**src/rtl/alu_pkg.sv**
```systemverilog
// alu_pipe shared types: opcode enum, flag bundle and width defaults.
// OP_MUL is only decoded when ALU_PIPE_MUL_EN is defined.
package alu_pkg;

  localparam int ALU_OP_W       = 4;
  localparam int ALU_DEF_DATA_W = 32;

  typedef enum logic [ALU_OP_W-1:0] {
    OP_ADD   = 4'b0000,
    OP_SUB   = 4'b0001,
    OP_AND   = 4'b0010,
    OP_OR    = 4'b0011,
    OP_XOR   = 4'b0100,
    OP_SLL   = 4'b0101,
    OP_SRL   = 4'b0110,
    OP_SRA   = 4'b0111,
    OP_SLT   = 4'b1000,
    OP_SLTU  = 4'b1001,
    OP_PASSB = 4'b1010,
    OP_MUL   = 4'b1011
  } alu_op_e;

  typedef struct packed {
    logic z;
    logic n;
    logic c;
    logic v;
  } alu_flags_t;

endpackage

```
**src/rtl/alu_mul_iter.sv**
```systemverilog
// Radix-2 shift-add multiplier, low W bits of a*b, W cycles per product.
// Only elaborated when ALU_PIPE_MUL_EN is defined.
`ifdef ALU_PIPE_MUL_EN
module alu_mul_iter #(
  parameter int W = 32
) (
  input  logic         clk_i,
  input  logic         rst_ni,
  input  logic         abort_i,
  input  logic         start_i,
  input  logic [W-1:0] a_i,
  input  logic [W-1:0] b_i,
  input  logic         ack_i,
  output logic         busy_o,
  output logic         done_o,
  output logic [W-1:0] prod_o
);

  localparam int CW = $clog2(W);

  typedef enum logic [1:0] {
    S_IDLE,
    S_RUN,
    S_DONE
  } mul_st_e;

  mul_st_e       r_st;
  mul_st_e       w_st_nx;
  logic [W-1:0]  r_a;
  logic [W-1:0]  r_b;
  logic [W-1:0]  r_acc;
  logic [CW-1:0] r_cnt;

  always_ff @(posedge clk_i or negedge rst_ni) begin
    if (!rst_ni) r_st <= S_IDLE;
    else         r_st <= w_st_nx;
  end

  always_comb begin
    w_st_nx = r_st;
    unique case (r_st)
      S_IDLE:  if (start_i)         w_st_nx = S_RUN;
      S_RUN:   if (r_cnt == '0)     w_st_nx = S_DONE;
      S_DONE:  if (ack_i)           w_st_nx = S_IDLE;
      default:                      w_st_nx = S_IDLE;
    endcase
    if (abort_i) w_st_nx = S_IDLE;
  end

  always_ff @(posedge clk_i or negedge rst_ni) begin
    if (!rst_ni) begin
      r_a   <= '0;
      r_b   <= '0;
      r_acc <= '0;
      r_cnt <= '0;
    end else if (r_st == S_IDLE && start_i) begin
      r_a   <= a_i;
      r_b   <= b_i;
      r_acc <= '0;
      r_cnt <= CW'(W - 1);
    end else if (r_st == S_RUN) begin
      if (r_b[0]) r_acc <= r_acc + r_a;
      r_a   <= r_a << 1;
      r_b   <= r_b >> 1;
      r_cnt <= r_cnt - 1'b1;
    end
  end

  assign busy_o = (r_st != S_IDLE);
  assign done_o = (r_st == S_DONE);
  assign prod_o = r_acc;

endmodule
`endif

```
**src/rtl/alu_pipe.sv**
```systemverilog
// Elastic pipelined ALU with tag, Z/N/C/V flags and illegal-op flag.
// Define ALU_PIPE_MUL_EN to add the iterative MUL opcode (1011).
module alu_pipe
  import alu_pkg::*;
#(
  parameter int CONFIG_DATA_WIDTH  = ALU_DEF_DATA_W,
  parameter int CONFIG_PIPE_STAGES = 1,
  parameter int CONFIG_TAG_WIDTH   = 4
) (
  input  logic                         clk_i,
  input  logic                         rst_ni,
  input  logic                         flush_i,
  input  logic                         in_valid_i,
  output logic                         in_ready_o,
  input  logic [CONFIG_DATA_WIDTH-1:0] operand_a_i,
  input  logic [CONFIG_DATA_WIDTH-1:0] operand_b_i,
  input  logic [ALU_OP_W-1:0]          alu_op_i,
  input  logic [CONFIG_TAG_WIDTH-1:0]  tag_i,
  output logic                         out_valid_o,
  input  logic                         out_ready_i,
  output logic [CONFIG_DATA_WIDTH-1:0] alu_result_o,
  output logic [CONFIG_TAG_WIDTH-1:0]  tag_o,
  output logic                         zero_flag_o,
  output logic                         neg_flag_o,
  output logic                         carry_flag_o,
  output logic                         overflow_flag_o,
  output logic                         illegal_op_o,
  output logic                         busy_o
);

  localparam int W    = CONFIG_DATA_WIDTH;
  localparam int N    = CONFIG_PIPE_STAGES;
  localparam int TW   = CONFIG_TAG_WIDTH;
  localparam int SH_W = $clog2(W);

  alu_op_e       w_op;
  logic [W-1:0]  w_a;
  logic [W-1:0]  w_b;
  logic [W:0]    w_sum;
  logic [W:0]    w_dif;
  logic [SH_W-1:0] w_sh;
  logic [W-1:0]  w_res;
  alu_flags_t    w_flg;
  logic          w_ill;
  logic          w_is_mul;
  logic          w_fire;
  logic          w_any;

  logic          w_mul_busy;
  logic          w_mul_done;
  logic [W-1:0]  w_mul_res;
  logic [TW-1:0] w_mul_tag;

  logic          w_s0_vld;
  logic [W-1:0]  w_s0_res;
  alu_flags_t    w_s0_flg;
  logic          w_s0_ill;
  logic [TW-1:0] w_s0_tag;

  logic [N-1:0]  w_adv;
  logic          r_vld [N];
  logic [W-1:0]  r_res [N];
  logic [TW-1:0] r_tag [N];
  alu_flags_t    r_flg [N];
  logic          r_ill [N];

  assign w_op  = alu_op_e'(alu_op_i);
  assign w_a   = operand_a_i;
  assign w_b   = operand_b_i;
  assign w_sum = {1'b0, w_a} + {1'b0, w_b};
  assign w_dif = {1'b0, w_a} - {1'b0, w_b};
  assign w_sh  = w_b[SH_W-1:0];

  always_comb begin
    w_res    = '0;
    w_flg    = '0;
    w_ill    = 1'b0;
    w_is_mul = 1'b0;
    unique case (w_op)
      OP_ADD: begin
        w_res   = w_sum[W-1:0];
        w_flg.c = w_sum[W];
        w_flg.v = (w_a[W-1] == w_b[W-1]) &&
                  (w_sum[W-1] != w_a[W-1]);
      end
      OP_SUB: begin
        w_res   = w_dif[W-1:0];
        w_flg.c = w_dif[W];
        w_flg.v = (w_a[W-1] != w_b[W-1]) &&
                  (w_dif[W-1] != w_a[W-1]);
      end
      OP_AND:   w_res = w_a & w_b;
      OP_OR:    w_res = w_a | w_b;
      OP_XOR:   w_res = w_a ^ w_b;
      OP_SLL:   w_res = w_a << w_sh;
      OP_SRL:   w_res = w_a >> w_sh;
      OP_SRA:   w_res = W'($signed(w_a) >>> w_sh);
      OP_SLT:   w_res = W'($signed(w_a) < $signed(w_b));
      OP_SLTU:  w_res = W'(w_a < w_b);
      OP_PASSB: w_res = w_b;
`ifdef ALU_PIPE_MUL_EN
      OP_MUL:   w_is_mul = 1'b1;
`endif
      default:  w_ill = 1'b1;
    endcase
    w_flg.z = (w_res == '0);
    w_flg.n = w_res[W-1];
  end

  // Ready ripples back from the output; a full stage passes only if its successor moves.
  always_comb begin
    w_adv[N-1] = !r_vld[N-1] || out_ready_i;
    for (int k = N - 2; k >= 0; k--) begin
      w_adv[k] = !r_vld[k] || w_adv[k+1];
    end
  end

  assign in_ready_o = w_adv[0] && !w_mul_busy;
  assign w_fire     = in_valid_i && in_ready_o && !flush_i;

`ifdef ALU_PIPE_MUL_EN
  logic [TW-1:0] r_mul_tag;

  alu_mul_iter #(.W(W)) u_mul (
    .clk_i   (clk_i),
    .rst_ni  (rst_ni),
    .abort_i (flush_i),
    .start_i (w_fire && w_is_mul),
    .a_i     (w_a),
    .b_i     (w_b),
    .ack_i   (w_adv[0]),
    .busy_o  (w_mul_busy),
    .done_o  (w_mul_done),
    .prod_o  (w_mul_res)
  );

  always_ff @(posedge clk_i or negedge rst_ni) begin
    if (!rst_ni)                  r_mul_tag <= '0;
    else if (w_fire && w_is_mul)  r_mul_tag <= tag_i;
  end

  assign w_mul_tag = r_mul_tag;
`else
  assign w_mul_busy = 1'b0;
  assign w_mul_done = 1'b0;
  assign w_mul_res  = '0;
  assign w_mul_tag  = '0;
`endif

  always_comb begin
    w_s0_vld = w_mul_done || (w_fire && !w_is_mul);
    w_s0_res = w_res;
    w_s0_flg = w_flg;
    w_s0_ill = w_ill;
    w_s0_tag = tag_i;
    if (w_mul_done) begin
      w_s0_res   = w_mul_res;
      w_s0_flg   = '0;
      w_s0_flg.z = (w_mul_res == '0);
      w_s0_flg.n = w_mul_res[W-1];
      w_s0_ill   = 1'b0;
      w_s0_tag   = w_mul_tag;
    end
  end

  for (genvar k = 0; k < N; k++) begin : g_stage
    logic          w_up_vld;
    logic [W-1:0]  w_up_res;
    logic [TW-1:0] w_up_tag;
    alu_flags_t    w_up_flg;
    logic          w_up_ill;

    if (k == 0) begin : g_head
      assign w_up_vld = w_s0_vld;
      assign w_up_res = w_s0_res;
      assign w_up_tag = w_s0_tag;
      assign w_up_flg = w_s0_flg;
      assign w_up_ill = w_s0_ill;
    end else begin : g_body
      assign w_up_vld = r_vld[k-1];
      assign w_up_res = r_res[k-1];
      assign w_up_tag = r_tag[k-1];
      assign w_up_flg = r_flg[k-1];
      assign w_up_ill = r_ill[k-1];
    end

    always_ff @(posedge clk_i or negedge rst_ni) begin
      if (!rst_ni) begin
        r_vld[k] <= 1'b0;
        r_res[k] <= '0;
        r_tag[k] <= '0;
        r_flg[k] <= '0;
        r_ill[k] <= 1'b0;
      end else if (flush_i) begin
        r_vld[k] <= 1'b0;
      end else if (w_adv[k]) begin
        r_vld[k] <= w_up_vld;
        if (w_up_vld) begin
          r_res[k] <= w_up_res;
          r_tag[k] <= w_up_tag;
          r_flg[k] <= w_up_flg;
          r_ill[k] <= w_up_ill;
        end
      end
    end
  end

  always_comb begin
    w_any = 1'b0;
    for (int k = 0; k < N; k++) w_any = w_any | r_vld[k];
  end

  assign busy_o          = w_any || w_mul_busy;
  assign out_valid_o     = r_vld[N-1];
  assign alu_result_o    = r_res[N-1];
  assign tag_o           = r_tag[N-1];
  assign zero_flag_o     = r_flg[N-1].z;
  assign neg_flag_o      = r_flg[N-1].n;
  assign carry_flag_o    = r_flg[N-1].c;
  assign overflow_flag_o = r_flg[N-1].v;
  assign illegal_op_o    = r_ill[N-1];

endmodule

```
**config.mk**
```make
export PLATFORM = sky130hd
export DESIGN_NAME = alu_pipe
export DESIGN_NICKNAME = d
export VERILOG_FILES = /design/src/rtl/alu_pkg.sv /design/src/rtl/alu_mul_iter.sv /design/src/rtl/alu_pipe.sv
export SDC_FILE = /design/constraint.sdc
export NUM_CORES = 1
export LEC_CHECK = 0
export CAP_MARGIN = 20
export CELL_PAD_IN_SITES_DETAIL_PLACEMENT = 0
export CELL_PAD_IN_SITES_GLOBAL_PLACEMENT = 1
export CORE_MARGIN = 5
export CORE_UTILIZATION = 39
export DETAILED_ROUTE_END_ITERATION = 8
export PLACE_DENSITY_LB_ADDON = 0.1
export SETUP_SLACK_MARGIN = 0.2
export SYNTH_ARGS = -nofsm -noshare
export SYNTH_HDL_FRONTEND = slang
export SYNTH_SLANG_ARGS = --single-unit
```
**constraint.sdc**
```tcl
create_clock -name clk_i -period 3.6 [get_ports clk_i]
set_input_delay 0.54 -clock clk_i [delete_from_list [all_inputs] [get_ports clk_i]]
set_output_delay 0.54 -clock clk_i [all_outputs]
set_load 0.03 [all_outputs]
```
; ---- Yosys cells after proc, flatten, opt, wreduce, memory -nomap -nowiden
; Cells that the tools add are included.
[op_classes]
order_cmp = 2
n_div = 0
n_reduce_logical = 12
bitwise = 4
mul = 0
eq_ne = 14
add_sub_neg = 2
muxes = 5
shifts = 3
[ops]
columns = op, count
row1 = $pmux W32 S11, 1
row2 = $lt A32 B32 Y1, 2
row3 = $add A32 B32 Y33, 1
row4 = $sub A32 B32 Y33, 1
row5 = $and A32 B32 Y32, 1
row6 = $logic_not A32 Y1, 1
row7 = $or A32 B32 Y32, 1
row8 = $shl A32 B5 Y32, 1
row9 = $shr A32 B5 Y32, 1
row10 = $sshr A32 B5 Y32, 1
row11 = $xor A32 B32 Y32, 1
row12 = $eq A4 B3 Y1 const B, 4
row13 = $eq A4 B4 Y1 const B, 3
row14 = $reduce_or A11 Y1, 1
row15 = $eq A4 B2 Y1 const B, 2
row16 = $eq A4 B1 Y1 const B, 1
row17 = $logic_and A1 B1 Y1, 4
row18 = $logic_not A4 Y1, 1
row19 = $pmux W2 S2, 1
row20 = $mux W1, 3
row21 = $ne A1 B1 Y1, 3
row22 = $reduce_and A3 Y1, 1
row23 = $logic_not A1 Y1, 2
row24 = $reduce_bool A2 Y1, 1
row25 = other kinds (3), 3
[word_totals]
inputBits = 77
rom_bits = 0
latch_bits = 0
ff_bits = 42
ram_bits = 0
mem_count = 0

; ---- Depth between registers and ports, before layout
; Gate-level depths: netlist (run 1).
[depth]
depth_word = 6
mapped_depth = 18

; ---- Worst setup path after synthesis (run 1)
; Ideal clock, no wire load.
[synth_timing]
path_kind = input -> register
start = input operand_b_i[1]
end = register r_flg, in the netlist zero_flag_o
path_buffers = 4
path_stages = 17
setup_slack_ns = -1.646
arrival_ns = 5.142
path_cell_list = buf_2 -> inv_2 -> buf_2 -> buf_1 -> clkbuf_1 -> ha_1 -> o21bai_1 -> nand3_1 -> a211oi_1 -> o21ai_1 -> a21boi_0 -> nand4_1 -> a221o_1 -> or4_1 -> nor4_1 -> nand4_1 -> o41ai_2
[synth_between]
elab_chain_len = 3
[synth_lines]
columns = item, line_no
row1 = "start, declared", alu_pipe.sv:16  ; input logic [CONFIG_DATA_WIDTH-1:0] operand_b_i,
row2 = $sub A32 B32 Y33 (tied with other cells), alu_pipe.sv:71  ; assign w_dif = {1'b0, w_a} - {1'b0, w_b};
row3 = $pmux W32 S11 *, alu_pipe.sv:79  ; unique case (w_op)
row4 = $logic_not A32 Y1 *, alu_pipe.sv:106  ; w_flg.z = (w_res == '0);
row5 = "end signal, assigned by index", alu_pipe.sv:201  ; r_flg[k] <= w_up_flg;
row6 = "end, declared", alu_pipe.sv:64  ; alu_flags_t r_flg [N];
; Every way passes the cells marked *; elsewhere a longest branch is shown, timed or not.
; A chain may end at the register's enable or synchronous reset.

; ---- Final worst setup path (run 1)
[layout_timing]
start = input operand_a_i[28]
end = register r_flg, in the netlist zero_flag_o
[layout_between]
elab_chain_len = 3
[layout_lines]
columns = item, line_no
row1 = "start, declared", alu_pipe.sv:15  ; input logic [CONFIG_DATA_WIDTH-1:0] operand_a_i,
row2 = $sub A32 B32 Y33 (tied with other cells), alu_pipe.sv:71
row3 = $pmux W32 S11 *, alu_pipe.sv:79
row4 = $logic_not A32 Y1 *, alu_pipe.sv:106
; Marks and branches as above.

==> impl_metrics.toml, run 1 <==
[cells_and_area]
final_cells = 2681
area_growth_pct = 72.42
fillers = 2501
drive_gt1_share_pct = 45.90
layout_commonest_cell = "buf_4"
mostFrequentLayoutCells = "681 x buf_4, 164 x nand2_1, 137 x nor2_1"
design_area_sq_um = 19910
post-route-util_pct = 67.72
nNetsFinal = 2465

[timing]
period_share_pct = 113.2
relSlewSlack_pct = 39.93
finalHoldViolCount = 0
worstMarginPinSlew_ns = 0.9010
max_freq_mhz = 245.4
tns_ns = -0.6520
setup_viol = 4
worst_slack_ns = -0.4758
whs_ns = 0.3753
rsz0062_at_grt = "true"
finalCriticalPeriod_ns = 4.076
finClkSkew_ns = 0.004656
slew_viol_final = 0

[global_routing]
antenna_found_initial = 3
grt_overflow = 0
grt_pass1_vias = 16590
grt_max_degree = 42
grt_pass1_wl_microns = 102900
grt_usage_pct = 40.35

[detailed_routing]
routed_wl_microns = 70320
ant_nets = 0
firstDrtPassIters = 6
num_vias = 17210
routedWlPerCell_microns = 26.23
first_iter_violations = 2069
vias_per_cell = 6.421
drc = 0

[synthesis]
synth_seq_cells = 41
synth_edf_count = 0
synthesis.area_sq_um = 11550
syn-num-nets = 1729
synth-xor-area-share_pct = 0.9859
synth_ff_type = "dfrtp_1"
synth_cells = 1553
synth_top_family_by_area = "compound AO/OA/AOI/OAI gates"
async_reset_ff_share_pct = 100.0
synthAdderAreaFrac_pct = 10.86
yosysSeqAreaShare_pct = 8.884
synthMuxAreaShare_pct = 18.21
synth-simple-area-share_pct = 19.84
synth_compound_area_share_pct = 32.97
synth-warning-count = 0
syn_avg_cell_area_sq_um = 7.436
ys_types = 82

[clock_tree]
clk_pin_slew_worst_paths_ns = 0.06
clk_latency_ns = 0.29
numClockSinks = 41
cts.htree.levels = 2
cts_inserted_buffers = 5
cts_tree = "built"
cts_buffer_depth = 2
cts-root-buf = "clkbuf_16"

[critical_path]
cp-end-kind = "flop"
worstPathArrival_ns = 4.26
crit_path_max_fanout = 5
cp_data_required_time_ns = 3.79
startpoint_type = "primary input"
reg2reg_slack_ns = 0.42
path_class = "in2reg"

[placed_design]
hpwl_microns = 56540
dp.cells = 2611
finalWeightedCongestion = 1.097
dp_slack_ns = -1.159
place_area_sq_um = 18090
io_buffers = 120

[floorplanning]
io_pins = 121
fp.dieH_microns = 182.1
start_util_pct = 39.28
row_count = 63
dieArea_sq_um = 33150
core_area_sq_um = 29400
die_x_microns = 182.1

[worst_hold_path]
hp-class = "in2async"

[outcome]
failed_checks = "setup timing"
outcome = "complete, but fails checks"

[pwr]
p_per_area_nw_per_um2 = 226.6
peakVddDrop_uv = 156.9
p_leak_nw = 9.120
p_total_mw = 4.513

[run]
drv_cap = 0
[layer usage]
layer  vias to the layer above  GRT usage (%)  wire length [microns]
li1                       7385              -                      -
met1                      8214          51.59                  26780
met5                         -              0                     26
met3                       355          9.328                   7781
met4                         4          22.46                   5268
met2                      1256          62.85                  30460
[synthesized netlist by cell type (all sizes together), types with 12 or more instances]
cell | number | area [sq um]
o22ai | 15 | 93.84
buf | 42 | 225.2
o21bai | 12 | 90.09
a221o | 12 | 120.1
o221ai | 14 | 122.6
nand4 | 16 | 100.1
mux2 | 27 | 304.0
dfrtp | 41 | 1026
o21ai | 87 | 435.4
o31ai | 17 | 127.6
nor3 | 32 | 160.2
nand3 | 23 | 115.1
mux2i | 47 | 470.5
a21oi | 116 | 580.6
a22o | 14 | 122.6
clkbuf | 91 | 341.6
inv | 98 | 367.9
ha | 97 | 1214
xnor2 | 13 | 113.9
a31oi | 18 | 112.6
nand2b | 15 | 93.84
a211oi | 28 | 210.2
a22oi | 21 | 157.7
nor4 | 22 | 143.9
nand2 | 166 | 623.1
nor2 | 140 | 525.5
a21o | 23 | 172.7
o211ai | 27 | 202.7
a221oi | 22 | 192.7
mux4 | 59 | 1329
nor2b | 19 | 118.9
[worst max-delay path, stage by stage]
cell and delay, ns:
clkdlybuf4s50_1 0.48, buf_4 0.17, buf_4 0.14, mux4_2 0.51
nand2_1 0.13, a31o_2 0.17, a22o_1 0.28, a22o_1 0.25
nand4_1 0.13, or4_4 0.51, a2111o_1 0.37, nor4_2 0.21
nand4_1 0.14, o41ai_2 0.22
[state kept, by name, summed over array words and instances (netlist names)]
name             cells
alu_result_o        32
busy_o               1
carry_flag_o         1
illegal_op_o         1
overflow_flag_o      1
tag_o                4
zero_flag_o          1
[cells by family (layout without fill, tap and decap cells)]
| kind of cell | Yosys count | count (layout) |
|---|---|---|
| AOI/OAI and AO/OA | 543 | 543 |
| and+or+nand+nor | 488 | 488 |
| buffers and inverters | 236 | 973 |
| muxes | 133 | 133 |
| adders and majority gates | 99 | 99 |
| DFF | 41 | 41 |
| xor gates and xnor gates | 13 | 13 |
| other | 0 | 1 |
[report_power, final]
group / internal [mW] / total, mW / switching [mW]
clock: 0.328 / 0.521 / 0.193
sequential: 0.541 / 0.584 / 0.0431
combinational: 1.62 / 3.41 / 1.78
[layout make-up]
| type | instances | area [sq um] | area share (%) |
|---|---|---|---|
| Multi-Input combinational cell | 1276 | 10690 | 53.69 |
| Timing Repair Buffer | 862 | 7113 | 35.72 |
| Sequential cell | 41 | 1026 | 5.153 |
| Tap cell | 390 | 488.0 | 2.451 |
| Inverter | 103 | 420.4 | 2.111 |
| Clock buffer | 5 | 125.1 | 0.6284 |
| Clock inverter | 3 | 46.29 | 0.2325 |
| Antenna cell | 1 | 2.502 | 0.01257 |
[path summary, 6_finish.rpt]
path                                   from                to  depth (start not counted)
max                         operand_a_i[28]       zero_flag_o                         14
min                                  rst_ni      illegal_op_o                          1
max reg2reg                          busy_o       zero_flag_o                         13
min reg2reg                alu_result_o[16]  alu_result_o[16]                          2
max in group asynchronous            rst_ni   alu_result_o[1]                          1
min in group clk_i         alu_result_o[16]  alu_result_o[16]                          2
[repair_timing]
| item | 4_1_cts | 5_1_grt |
|---|---|---|
| pin swaps | 54 | 24 |
| hold buffers | 0 | 0 |
| gates resized for setup | 273 | 88 |
| endpoints found under the setup margin | 22 | 15 |
| buffers inserted | 47 | 11 |
| endpoints found under the hold margin | 0 | 0 |
| cloned | 1 | 2 |
(Power assumes the default switching activity.)
==> inputs of run 2 (changes only) <==
--- a/config.mk
+++ b/config.mk
@@ -10,6 +10,7 @@
 export CELL_PAD_IN_SITES_GLOBAL_PLACEMENT = 1
 export CORE_MARGIN = 5
 export CORE_UTILIZATION = 39
+export CTS_CLUSTER_SIZE = 24
 export DETAILED_ROUTE_END_ITERATION = 8
 export PLACE_DENSITY_LB_ADDON = 0.1
 export SETUP_SLACK_MARGIN = 0.2
==> results of run 2 <==
Same layout as run 1: the final DEF is identical, and so are final timing and power.
